--- src/rtl/traffic_pkg.sv ---
// Shared types and helpers for the traffic-light sequencer and its monitor.
package traffic_pkg;

  typedef enum logic [1:0] {
    PH_OFF   = 2'd0,
    PH_RED   = 2'd1,
    PH_GREEN = 2'd2,
    PH_AMBER = 2'd3
  } phase_e;

  typedef enum logic [2:0] {
    FC_NONE  = 3'd0,
    FC_MULTI = 3'd1,
    FC_ORDER = 3'd2,
    FC_SHORT = 3'd3,
    FC_LONG  = 3'd4,
    FC_GAP   = 3'd5
  } fault_e;

  typedef enum logic [2:0] {
    ST_INIT,
    ST_RED,
    ST_GREEN,
    ST_AMBER,
    ST_GAP,
    ST_FAULT
  } mon_state_e;

  function automatic phase_e next_phase(input phase_e p);
    case (p)
      PH_RED:   return PH_GREEN;
      PH_GREEN: return PH_AMBER;
      PH_AMBER: return PH_RED;
      default:  return PH_OFF;
    endcase
  endfunction

  function automatic phase_e state_phase(input mon_state_e s);
    case (s)
      ST_RED:   return PH_RED;
      ST_GREEN: return PH_GREEN;
      ST_AMBER: return PH_AMBER;
      default:  return PH_OFF;
    endcase
  endfunction

  function automatic mon_state_e phase_state(input phase_e p);
    case (p)
      PH_RED:   return ST_RED;
      PH_GREEN: return ST_GREEN;
      PH_AMBER: return ST_AMBER;
      default:  return ST_INIT;
    endcase
  endfunction

  // Short-dwell limit never drops below one cycle, even when TOL >= TICS.
  function automatic int unsigned lo_limit(input int unsigned tics, input int unsigned tol);
    return (tics > tol) ? tics - tol : 1;
  endfunction

endpackage

--- src/rtl/dwell_timer.sv ---
// Saturating lamp-on counter with low/high limit compares.
module dwell_timer #(
  parameter int unsigned CNT_W = 16
) (
  input  logic             clock,
  input  logic             reset_n,
  input  logic             clr,
  input  logic             en,
  input  logic [CNT_W-1:0] lo_lim,
  input  logic [CNT_W-1:0] hi_lim,
  output logic [CNT_W-1:0] count,
  output logic             too_long,
  output logic             too_short
);

  logic [CNT_W-1:0] count_q, count_d, count_inc;

  always_comb begin
    count_inc = (&count_q) ? count_q : count_q + CNT_W'(1);
    count_d   = count_q;
    if (clr)     count_d = CNT_W'(1);
    else if (en) count_d = count_inc;
  end

  always_ff @(posedge clock) begin
    if (!reset_n) count_q <= '0;
    else          count_q <= count_d;
  end

  // too_long looks at the value this sample produces, so the fault lands immediately.
  assign too_long  = en && (count_inc > hi_lim);
  assign too_short = count_q < lo_lim;
  assign count     = count_q;

endmodule

--- src/rtl/light_sequence_monitor.sv ---
// Checks lamp order red->green->amber->red and per-lamp dwell; latches the first fault.
//   state    | meaning
//   ST_INIT  | waiting for a clean red to start monitoring
//   ST_RED   | red on, timing its dwell
//   ST_GREEN | green on, timing its dwell
//   ST_AMBER | amber on, timing its dwell
//   ST_GAP   | all lamps off between phases, expecting exp_q
//   ST_FAULT | first fault latched, waiting for fault_clr
module light_sequence_monitor
  import traffic_pkg::*;
#(
  parameter int unsigned RED_TICS   = 350,
  parameter int unsigned GREEN_TICS = 200,
  parameter int unsigned AMBER_TICS = 30,
  parameter int unsigned TOL        = 0,
  parameter int unsigned GAP_MAX    = 1,
  parameter int unsigned CNT_W      = 16
) (
  input  logic             clock,
  input  logic             reset_n,
  input  logic             red,
  input  logic             green,
  input  logic             amber,
  input  logic             fault_clr,
  output logic [1:0]       phase,
  output logic [CNT_W-1:0] dwell,
  output logic             dwell_valid,
  output logic [CNT_W-1:0] cycle_count,
  output logic             fault,
  output logic [2:0]       fault_code
);

  localparam logic [CNT_W-1:0] RED_LO   = CNT_W'(lo_limit(RED_TICS, TOL));
  localparam logic [CNT_W-1:0] GREEN_LO = CNT_W'(lo_limit(GREEN_TICS, TOL));
  localparam logic [CNT_W-1:0] AMBER_LO = CNT_W'(lo_limit(AMBER_TICS, TOL));
  localparam logic [CNT_W-1:0] RED_HI   = CNT_W'(RED_TICS + TOL);
  localparam logic [CNT_W-1:0] GREEN_HI = CNT_W'(GREEN_TICS + TOL);
  localparam logic [CNT_W-1:0] AMBER_HI = CNT_W'(AMBER_TICS + TOL);
  localparam logic [CNT_W-1:0] GAP_LIM  = CNT_W'(GAP_MAX);

  mon_state_e       state_q, state_d;
  phase_e           exp_q, exp_d, phase_q, phase_d;
  phase_e           cur, nxt, lamp, tgt;
  fault_e           code_q, code_d, fc;
  logic [CNT_W-1:0] gap_q, gap_d, cycle_q, cycle_d, dwell_q, dwell_d;
  logic [CNT_W-1:0] lo_sel, hi_sel, tmr_count;
  logic             dv_q, dv_d, fault_q, fault_d;
  logic             tmr_clr, tmr_en, too_long, too_short, multi, go;

  dwell_timer #(.CNT_W(CNT_W)) u_timer (
    .clock     (clock),
    .reset_n   (reset_n),
    .clr       (tmr_clr),
    .en        (tmr_en),
    .lo_lim    (lo_sel),
    .hi_lim    (hi_sel),
    .count     (tmr_count),
    .too_long  (too_long),
    .too_short (too_short)
  );

  always_comb begin
    multi = (red & green) | (red & amber) | (green & amber);
    lamp  = red ? PH_RED : green ? PH_GREEN : amber ? PH_AMBER : PH_OFF;
    cur   = state_phase(state_q);
    nxt   = next_phase(cur);
    case (cur)
      PH_RED:   begin lo_sel = RED_LO;   hi_sel = RED_HI;   end
      PH_GREEN: begin lo_sel = GREEN_LO; hi_sel = GREEN_HI; end
      default:  begin lo_sel = AMBER_LO; hi_sel = AMBER_HI; end
    endcase
  end

  always_comb begin
    state_d = state_q;
    exp_d   = exp_q;
    gap_d   = gap_q;
    cycle_d = cycle_q;
    dwell_d = dwell_q;
    dv_d    = 1'b0;
    fault_d = fault_q;
    code_d  = code_q;
    tmr_clr = 1'b0;
    tmr_en  = 1'b0;
    fc      = FC_NONE;
    go      = 1'b0;
    tgt     = PH_OFF;
    case (state_q)
      ST_INIT: begin
        if (red && !green && !amber) begin
          state_d = ST_RED;
          tmr_clr = 1'b1;
        end
      end
      ST_RED, ST_GREEN, ST_AMBER: begin
        if (multi) fc = FC_MULTI;
        else if (lamp == cur) begin
          tmr_en = 1'b1;
          if (too_long) fc = FC_LONG;
        end
        else if (lamp != PH_OFF && lamp != nxt) fc = FC_ORDER;
        else if (too_short) fc = FC_SHORT;
        else if (lamp == PH_OFF && GAP_MAX == 0) fc = FC_GAP;
        else begin
          dwell_d = tmr_count;
          dv_d    = 1'b1;
          if (lamp == PH_OFF) begin
            state_d = ST_GAP;
            exp_d   = nxt;
            gap_d   = CNT_W'(1);
          end else begin
            go  = 1'b1;
            tgt = nxt;
          end
        end
      end
      ST_GAP: begin
        if (multi) fc = FC_MULTI;
        else if (lamp == exp_q) begin
          go  = 1'b1;
          tgt = exp_q;
        end
        else if (lamp != PH_OFF) fc = FC_ORDER;
        else begin
          gap_d = gap_q + CNT_W'(1);
          if (gap_q >= GAP_LIM) fc = FC_GAP;
        end
      end
      ST_FAULT: begin
        if (fault_clr) begin
          state_d = ST_INIT;
          fault_d = 1'b0;
          code_d  = FC_NONE;
        end
      end
      default: state_d = ST_INIT;
    endcase

    if (go) begin
      state_d = phase_state(tgt);
      tmr_clr = 1'b1;
      if (tgt == PH_RED) cycle_d = cycle_q + CNT_W'(1);
    end
    if (fc != FC_NONE) begin
      state_d = ST_FAULT;
      fault_d = 1'b1;
      code_d  = fc;
    end
    phase_d = state_phase(state_d);
  end

  always_ff @(posedge clock) begin
    if (!reset_n) begin
      state_q <= ST_INIT;
      exp_q   <= PH_OFF;
      phase_q <= PH_OFF;
      gap_q   <= '0;
      cycle_q <= '0;
      dwell_q <= '0;
      dv_q    <= 1'b0;
      fault_q <= 1'b0;
      code_q  <= FC_NONE;
    end else begin
      state_q <= state_d;
      exp_q   <= exp_d;
      phase_q <= phase_d;
      gap_q   <= gap_d;
      cycle_q <= cycle_d;
      dwell_q <= dwell_d;
      dv_q    <= dv_d;
      fault_q <= fault_d;
      code_q  <= code_d;
    end
  end

  assign phase       = phase_q;
  assign dwell       = dwell_q;
  assign dwell_valid = dv_q;
  assign cycle_count = cycle_q;
  assign fault       = fault_q;
  assign fault_code  = code_q;

endmodule

--- config.mk ---
export PLATFORM = sky130hd
export DESIGN_NAME = light_sequence_monitor
export DESIGN_NICKNAME = d
export VERILOG_FILES = /design/src/rtl/traffic_pkg.sv /design/src/rtl/dwell_timer.sv /design/src/rtl/light_sequence_monitor.sv
export SDC_FILE = /design/constraint.sdc
export NUM_CORES = 1
export LEC_CHECK = 0
export BUFFER_PORTS_ARGS = -buffer_cell sky130_fd_sc_hd__buf_2
export CORE_UTILIZATION = 36
export DETAILED_ROUTE_END_ITERATION = 12
export GPL_TIMING_DRIVEN = 0
export SYNTH_ARGS = -nofsm -noshare
export SYNTH_HDL_FRONTEND = slang
export SYNTH_SLANG_ARGS = --single-unit
--- constraint.sdc ---
create_clock -name clock -period 7.95 [get_ports clock]
set_input_delay 0.3975 -clock clock [delete_from_list [all_inputs] [get_ports clock]]
set_output_delay 0.3975 -clock clock [all_outputs]
set_load 0.02 [all_outputs]
==> metrics.yaml, run 1 <==
run_status:
  status: "finished, final reports clean"
final_layout:
  post-route-cell-area_um2: 5320
  final_nets: 629
  syn_to_final_growth_pct: 16.59
  nFillCells: 1214
  layout-drive-gt1-share_pct: 15.61
  final_cells: 783
  n_antenna_cell: 0
grt:
  grt_pass1_vias: 4095
  grt_overflow: 0
  use_met1_pct: 25.87
  grt_start_max_net_pins: 14
  busiest_layer: "met2"
  met2_usage_pct: 31.23
  antenna_found_initial: 0
  grt_pass1_wl_um: 20360
  grtUsageMet3_pct: 5.135
  grt_usage_pct: 19.62
synth:
  synth_nets: 574
  synth_area_um2: 4563
  synth_area_leader_cell: "dfxtp_1"
  ys_seq_area_share_pct: 33.34
  synth-edff-count: 0
  synth_cell_types: 66
  synthFlopType: "dfxtp_1"
  ys_seq_elements: 76
  ys_async_sr_fraction_pct: 0
  postSynthAreaPerCell_um2: 8.222
  synth_top_cell_area_share_pct: 33.34
  yosys_warnings: 0
  syn_inst: 555
  synth_area_leaders: "dfxtp_1, mux2i_1, nor2_1"
clock_network:
  cts_made_buffers: 9
  cts.sinks: 76
  clk_pin_slew_ps: 60
  cts_tree: "yes"
  clk_latency_ps: 350
  cts_htree_levels: 3
  hold_buffers: 0
  ctsResizeCount: 0
  root_buffer: "clkbuf_16"
  cts_max_path_buffers: 2
  post_cts_buffers: 0
die:
  core_area_um2: 12160
  die_y_um: 114.6
  die-width_um: 114.6
  start_util_pct: 37.52
  die_area_um2: 13130
  io_pins: 45
  num_rows: 40
sta:
  drv_slew: 0
  finalSetupViolCount: 0
  rsz0062_at_grt: "no"
  finalCritPeriodShare_pct: 50.52
  fin_crit_ps: 4016
  worstMarginPinSlew_ps: 1442
  report.final.hold_viol_count: 0
  fmax_ghz: 0.2490
  fin_setup_tns_ps: 0
  skew_ps: 7.279
  relSlewSlack_pct: 3.563
  setup_slack_ps: 3934
placement:
  pre_cts_ws_ps: 3983
  globalplace.congestion: 0.8751
  port_buffers: 44
  dp_hpwl_um: 8804
  post_dp_cell_area_um2: 4994
  dpl.cell_count: 767
worst_setup_path:
  critPathMaxStageDelay_ps: 670
  crit_path_max_fanout: 9
  critPathSlowestCell: "o31ai_1"
  cp.required_ps: 8130
  cp_cell_sequence: "ha_1 > and3_1 > clkbuf_1 > nand4_1 > nand3_1 > nor2_1 > xor2_1 > ha_1 > nand2_1 > nor4_1 > mux2_2 > o22ai_1 > nor3_1 > o31ai_1 > a31oi_1"
  path_class: "reg -> reg"
  critPathLaunchType: "flop"
  end_kind: "flop"
  cpMostUsedCell: "ha_1"
  arrival_ps: 4200
detailed_routing:
  ant_nets: 0
  wirelength_um: 12120
  drtIter0Drc: 282
  post-route-drc-count: 0
  vias_per_cell: 5.504
  drt-pass1-iter-count: 6
  vias: 4310
  wl_per_cell_um: 15.48
pwr:
  combPwrFrac_pct: 19.8
  ir_worst_vdd_uv: 111.8
  p_per_area_nw_per_um2: 201.8
  p_clk_share_pct: 42.4
  seq_power_share_pct: 37.8
  p_int_uw: 755.6
  p_sw_share_pct: 29.62
  p_leak_nw: 2.094
  switchingPower_uw: 318.0
min_path:
  hold_class: "in -> reg"
flow_run:
  maxCapViolCount: 0
[cell type report]
| type | count | area, µm² | share of cell area, % |
|---|---|---|---|
| buffer | 36 | 170.2 | 3.198 |
| clock inverter | 5 | 83.83 | 1.576 |
| tap | 168 | 210.2 | 3.951 |
| multi-input combinational | 425 | 2804 | 52.70 |
| sequential | 76 | 1521 | 28.60 |
| timing repair buffer | 44 | 220.2 | 4.139 |
| inverter | 18 | 67.56 | 1.270 |
| clock buffer | 11 | 242.7 | 4.563 |
[cells in the mapped netlist (14+ instances only)]
master and count:
and3_1 16, dfxtp_1 76, inv_1 18, xnor2_1 17
nor3_1 15, clkbuf_1 22, mux2i_1 31, nand3_1 16
nand2_1 49, a21oi_1 17, o21ai_0 14, nor2_1 71
[logic make-up after synthesis]
| kind of cell | count (synthesis) | share of synthesized area (%) |
|---|---|---|
| flip-flops | 76 | 33.34 |
| XOR/XNOR | 29 | 5.566 |
| AND/OR/NAND/NOR | 245 | 28.02 |
| multiplexers | 33 | 7.294 |
| buffers and inverters | 54 | 5.210 |
| adder cells (fa/ha/maj) | 14 | 3.784 |
| AO/OA/AOI/OAI | 104 | 16.78 |
[routing by layer]
layer	wire length [µm]	vias to the layer above
met5	0	-
met4	163	0
met3	570	14
met2	5621	116
met1	5767	2056
li1	-	2124
[critical path, delay by kind of cell (launching register included)]
| family | cells | cell delay (ps) |
|---|---|---|
| multiplexers | 1 | 280 |
| AND/OR/NAND/NOR | 7 | 1040 |
| AO/OA/AOI/OAI | 3 | 1070 |
| adder cells (fa/ha/maj) | 2 | 590 |
| XOR/XNOR | 1 | 150 |
| buffers and inverters | 1 | 240 |
| flip-flops | 1 | 470 |
[power groups by stage]
stage          logic, mW  registers (mW)  clock network, mW
3_3_place_gp       0.205           0.414                  0
6_report           0.213           0.405              0.456
4_1_cts            0.210           0.406              0.461
3_5_place_dp       0.209           0.414                  0
2_1_floorplan      0.149           0.420                  0
5_1_grt            0.232           0.407              0.478
[state kept, by name, summed over array words and instances (netlist names)]
register       cells
fault              1
dwell_valid        1
state_q            3
cycle_count       16
exp_q              2
fault_code         3
u_timer.count     16
dwell             16
phase              2
gap_q             16
[metrics by stage]
stage | util, % | power (mW) | hold WS [ps]
after floorplan | - | 0.5691 | 448.6
after global placement | 41.06 | 0.6194 | 462.7
after detailed placement | 41.06 | 0.6224 | 473.2
after CTS | 43.74 | 1.077 | 365.5
after global routing | 43.74 | 1.117 | 428.6
final | 43.74 | 1.074 | 384.3
[placed cells by master (no fill, tap or decap), drive strengths merged, types with 14 or more instances in the layout]
master	count
nand3	21
buf	57
nand4	14
nor2	71
a21oi	17
clkbuf	34
and3	16
nand2	49
dfxtp	76
xnor2	17
mux2i	31
o21ai	14
inv	19
nand2b	14
nor3	16
[final timing paths]
check	slack, ps	startpoint	depth (start not counted)	to
worst min register to register	480	cycle_count[15]	2	cycle_count[15]
worst min-delay path	380	reset_n	3	state_q[1]
worst max register to register	3930	u_timer.count[1]	15	state_q[2]
worst max-delay path	3930	u_timer.count[1]	15	state_q[2]
(Power assumes the default switching activity.)
==> inputs of run 2 (changes only) <==
==> constraint.sdc (replaced) <==
create_clock -name clock -period 3.6 [get_ports clock]
set_input_delay 0.18 -clock clock [delete_from_list [all_inputs] [get_ports clock]]
set_output_delay 0.18 -clock clock [all_outputs]
set_load 0.02 [all_outputs]
==> metrics.yaml, run 2 (synthesized netlist as in run 1, its figures left out) <==
placement:
  dp_hpwl_um: 8804  # unchanged
  port_buffers: 44  # unchanged
  pre_cts_ws_ps: -366.5  # -4350 ps
  globalplace.congestion: 0.8751  # unchanged
clock_network:
  cts_made_buffers: 9  # unchanged
  cts_htree_levels: 3  # unchanged
  clk_pin_slew_ps: 60  # about the same
  clk_latency_ps: 350  # about the same
  root_buffer: "clkbuf_16"
  cts_max_path_buffers: 2  # unchanged
  cts.sinks: 76  # unchanged
  cts_tree: "yes"
pwr:
  p_clk_share_pct: 42.2  # -0.2 points
  p_sw_share_pct: 29.89  # +0.27 points
  p_per_area_nw_per_um2: 437.1  # +120%
  ir_worst_vdd_uv: 246.2  # +120%
  p_int_mw: 1.674  # +120%
  p_leak_nw: 2.145  # +2.5%
  combPwrFrac_pct: 20.3  # +0.5 points
  switchingPower_uw: 713.7  # +120%
  seq_power_share_pct: 37.6  # -0.2 points
  power_mw: 2.387  # +120%
die:
  die_y_um: 114.6  # unchanged
  num_rows: 40  # unchanged
  die_area_um2: 13130  # unchanged
  start_util_pct: 37.52  # unchanged
  die-width_um: 114.6  # unchanged
  core_area_um2: 12160  # unchanged
  io_pins: 45  # unchanged
detailed_routing:
  drt-pass1-iter-count: 4  # -2
  drtIter0Drc: 270  # -4.3%
  post-route-drc-count: 0  # unchanged
  vias: 4327  # +0.39%
  wirelength_um: 12270  # +1.2%
  wl_per_cell_um: 15.57  # +0.58%
  vias_per_cell: 5.491  # -0.24%
  ant_nets: 0  # unchanged
worst_setup_path:
  critPathLaunchType: "flop"
  end_kind: "flop"
  critPathSlowestCell: "dfxtp_1"
  arrival_ps: 3660  # -540 ps
  cp_cell_sequence: "buf_2 > nand2b_2 > ha_1 > buf_4 > inv_1 > ha_1 > a31oi_2 > o2111ai_2 > a31oi_4 > nor3_1 > clkbuf_4 > a222oi_1 > buf_4 > buf_12 > mux2i_1 > nor2_1"
  cp.required_ps: 3820  # -4310 ps
  critPathMaxStageDelay_ps: 310  # -360 ps
  rr_worst_depth: 16  # +1
  path_class: "reg -> reg"
  crit_path_max_fanout: 10  # +1
grt:
  grt_pass1_wl_um: 20470  # +0.55%
  grt_pass1_vias: 4130  # +0.85%
  antenna_found_initial: 0  # unchanged
  grt_start_max_net_pins: 14  # unchanged
  grt_usage_pct: 19.65  # +0.034 points
  grt_overflow: 0  # unchanged
sta:
  fin_crit_ps: 3439  # -577.4 ps
  skew_ps: 8.299  # +1.020 ps
  drv_slew: 0  # unchanged
  hold_ws_ps: 191.7  # -192.6 ps
  relSlewSlack_pct: 9.486  # +5.9 points
  finalSetupViolCount: 0  # unchanged
  worstMarginPinSlew_ps: 1354  # -88.57 ps
  setup_slack_ps: 161.0  # -3773 ps
  fmax_ghz: 0.2908  # +17%
  fin_setup_tns_ps: 0  # unchanged
  finalCritPeriodShare_pct: 95.53  # +45 points
  report.final.hold_viol_count: 0  # unchanged
final_layout:
  postLayoutCoreUtil_pct: 44.91  # +1.2 points
  final_cell_mix: "dfxtp_1, nor2_1, buf_2, nand2_1, mux2i_1"
  syn_to_final_growth_pct: 19.69
  final_common_cell: "dfxtp_1"
  n_antenna_cell: 0  # unchanged
  final_nets: 634  # +0.79%
  layout-drive-gt1-share_pct: 19.35  # +3.7 points
min_path:
  hold_class: "in -> reg"
  min_path_cells: 3  # unchanged
flow_run:
  maxCapViolCount: 0  # unchanged
run_status:
  status: "finished, final reports clean"
[run 2: changes by cell type in the layout (fill, tap and decap cells not counted), sizes merged]
cell | before | now
buf | 57 | 65
clkbuf | 34 | 31
[run 2: layer usage]
| layer | vias to the layer above | part of all wire (%) | global-route usage [%] | wire [µm] |
|---|---|---|---|---|
| met5 | - | 0 | 0 | 0 |
| met4 | 0 | 1.9 | 7.879 | 237 |
| met3 | 19 | 3.9 | 4.076 | 482 |
| met2 | 105 | 47 | 31.52 | 5750 |
| met1 | 2070 | 47 | 25.71 | 5800 |
| li1 | 2133 | - | - | - |
[run 2: path summary, 6_finish.rpt]
kind	from	end	slack (ps)
worst max register to register	state_q[0]	cycle_count[1]	160
worst max-delay path	state_q[0]	cycle_count[1]	160
worst min-delay path	reset_n	state_q[1]	190
worst min register to register	cycle_count[15]	cycle_count[15]	480
[run 2: critical path: cells and delay by family (launching register included)]
| kind | cells | cell delay (ps) |
|---|---|---|
| buffers and inverters | 6 | 1090 |
| AOI/OAI and AO/OA | 4 | 940 |
| adders and majority gates | 2 | 490 |
| DFF | 1 | 310 |
| and+or+nand+nor | 3 | 290 |
| muxes | 1 | 180 |
[run 2: final cells by class]
cell class | count | area [µm²]
multi-input cells | 425 | 2860
fillers | 1204 | 6700
repair buffers | 53 | 300.3
clock buffers | 11 | 242.7
inverters | 18 | 70.07
clock inverters | 5 | 83.83
flip-flops and latches | 76 | 1524
well taps | 168 | 210.2
plain buffers | 32 | 170.2
[run 2: repair_timing]
item | CTS | global route
setup buffers | 3 | 6
gates resized for setup | 12 | 16
hold buffers | 0 | 0
endpoints found under the setup margin | 53 | 60
pin swaps | 1 | 3
[run 2: metrics by stage]
stage	instance area, µm²	cells
after floorplan	4563	555
after global placement	4994	767
after CTS	5391	785
after detailed placement	4994	767
after global routing	5461	788
final	5461	788
[run 2: power by group through the flow]
stage	clock network, mW	logic (mW)	registers, mW
floorplan	0	0.329	0.928
global placement	0	0.453	0.915
detailed placement	0	0.461	0.914
CTS	1.02	0.470	0.896
global route	1.05	0.528	0.900
finish	1.01	0.484	0.897
==> inputs of run 3 (changes only) <==
--- a/config.mk
+++ b/config.mk
@@ -9,6 +9,7 @@
 export CORE_UTILIZATION = 36
 export DETAILED_ROUTE_END_ITERATION = 12
 export GPL_TIMING_DRIVEN = 0
+export PLACE_DENSITY = 0.54
 export SYNTH_ARGS = -nofsm -noshare
 export SYNTH_HDL_FRONTEND = slang
 export SYNTH_SLANG_ARGS = --single-unit
==> metrics.yaml, run 3 (synthesized netlist as in run 1, its figures left out) <==
detailed_routing:
  vias_per_cell: 5.463  # -0.51%
  dr_wl_met3_um: 432  # -10%
  ant_nets: 0  # unchanged
  drt-pass1-iter-count: 7  # +3
  dr_wl_met2_um: 5809  # +1.0%
  vias: 4272  # -1.3%
  highest_layer: "met4"
  m1WireLength_um: 5807  # +0.12%
  post-route-drc-count: 0  # unchanged
  wirelength_um: 12320  # +0.38%
  wl_per_cell_um: 15.75  # +1.2%
  drtIter0Drc: 246  # -8.9%
die:
  core_area_um2: 12160  # unchanged
  io_pins: 45  # unchanged
  die_area_um2: 13130  # unchanged
  die-width_um: 114.6  # unchanged
  die_y_um: 114.6  # unchanged
  num_rows: 40  # unchanged
  start_util_pct: 37.52  # unchanged
min_path:
  worst_hold_path.endpoint: "phase[1]"
  min_path_cells: 3  # unchanged
  min_from: "reset_n"
  hold_class: "in -> reg"
final_layout:
  final_common_cell: "dfxtp_1"
  nFillCells: 1228  # +2.0%
  layout-drive-gt1-share_pct: 18.40  # -0.95 points
  final_nets: 630  # -0.63%
  syn_to_final_growth_pct: 18.18
  final_cell_mix: "dfxtp_1, nor2_1, buf_2, nand2_1, mux2i_1"
  n_antenna_cell: 0  # unchanged
run_status:
  status: "finished, final reports clean"
clock_network:
  clk_latency_ps: 340  # about the same
  cts_htree_levels: 3  # unchanged
  cts_max_path_buffers: 2  # unchanged
  cts_made_buffers: 9  # unchanged
  root_buffer: "clkbuf_16"
  cts.sinks: 76  # unchanged
  hold_buffers: 0  # unchanged
  clk_pin_slew_ps: 60  # about the same
  cts_tree: "yes"
sta:
  fmax_ghz: 0.2880  # -0.96%
  report.final.hold_viol_count: 0  # unchanged
  hold_ws_ps: 202.7  # +10.97 ps
  drv_slew: 0  # unchanged
  skew_ps: 6.620  # -1.679 ps
  relSlewSlack_pct: 7.968  # -1.5 points
  worstMarginPinSlew_ps: 1376  # +22.71 ps
  setup_slack_ps: 127.6  # -33.36 ps
  finalCritPeriodShare_pct: 96.46  # +0.93 points
  fin_crit_ps: 3472  # +33.36 ps
  finalSetupViolCount: 0  # unchanged
pwr:
  ir_worst_vdd_uv: 200.1  # -19%
  p_per_area_nw_per_um2: 421.4  # -3.6%
  p_leak_nw: 2.107  # -1.8%
grt:
  grt_pass1_wl_um: 20420  # -0.27%
  grt_overflow: 0  # unchanged
  grt_pass1_vias: 4038  # -2.2%
  antenna_found_initial: 0  # unchanged
  grt_usage_pct: 19.67  # about the same
  grt_start_max_net_pins: 12  # -2
placement:
  pre_cts_ws_ps: -381.6  # -15.04 ps
  dp_hpwl_um: 8965  # +1.8%
  port_buffers: 44  # unchanged
  globalplace.congestion: 0.8408  # -3.9%
worst_setup_path:
  rr_worst_depth: 13  # -3
  path_class: "reg -> reg"
  r2r_end: "cycle_count[1]"
  r2r_slack_ps: 130  # -30 ps
  crit_path_max_fanout: 10  # unchanged
  cp.required_ps: 3810  # about the same
  arrival_ps: 3680  # +20 ps
  critPathLaunchType: "flop"
  reg2reg_from: "state_q[2]"
  end_kind: "flop"
flow_run:
  maxCapViolCount: 0  # unchanged
## run 3: cell type report
class / count / area (µm²) / area share, %
plain buffers: 32 / 175.2 / 3.248
clock buffers: 11 / 232.7 / 4.316
clock inverters: 3 / 40.04 / 0.7425
inverters: 18 / 72.57 / 1.346
multi-input cells: 425 / 2868 / 53.18
flip-flops and latches: 76 / 1524 / 28.26
well taps: 168 / 210.2 / 3.898
repair buffers: 49 / 270.3 / 5.012
## run 3: timing repair
action | 4_1_cts | 5_1_grt
resized for setup | 10 | 23
buffers inserted | 4 | 1
setup endpoints to repair | 48 | 57
cloned | 0 | 0
pin swaps | 2 | 5
## run 3: worst max-delay path by stage
stage | slack, ps | cells past startpoint | from | to
floorplan | 300 | 16 | state_q[0] | cycle_count[1]
global placement | -330 | 15 | u_timer.count[1] | state_q[2]
detailed placement | -380 | 15 | u_timer.count[1] | fault_code[0]
CTS | -2 | 12 | state_q[0] | gap_q[15]
global route | -6 | 14 | u_timer.count[1] | phase[1]
finish | 130 | 13 | state_q[2] | cycle_count[1]
## run 3: through the flow
step / util (%) / cells / total power [mW] / instance area [µm²] / setup TNS, ps
floorplan: - / 555 / 1.257 / 4563 / 0
global placement: 41.06 / 767 / 1.373 / 4994 / -8209
detailed placement: 41.06 / 767 / 1.383 / 4994 / -9333
CTS: 43.83 / 783 / 2.264 / 5330 / -2.361
global route: 44.34 / 782 / 2.383 / 5393 / -7.706
finish: 44.34 / 782 / 2.272 / 5393 / 0
## run 3: power breakdown
group	internal (mW)	switching (mW)	total [mW]
combinational	0.179	0.324	0.503
sequential	0.874	0.0235	0.898
clock	0.527	0.345	0.872
## run 3: layer usage
metal  vias up  track usage (%)
met3        20            2.753
met4         0            8.658
met2        97            31.52
met1      2022            26.26
met5         -                0
li1       2133                -
## run 3: worst max-delay path, stage by stage, from the launching register on
cell and delay (ps):
dfxtp_1 390, nand2b_4 210, inv_6 60, ha_2 230
ha_1 290, o211ai_1 100, a22oi_2 330, a31oi_4 190
or4_4 590, a222oi_1 380, buf_4 210, buf_12 140
mux2i_1 180, nor2_1 50
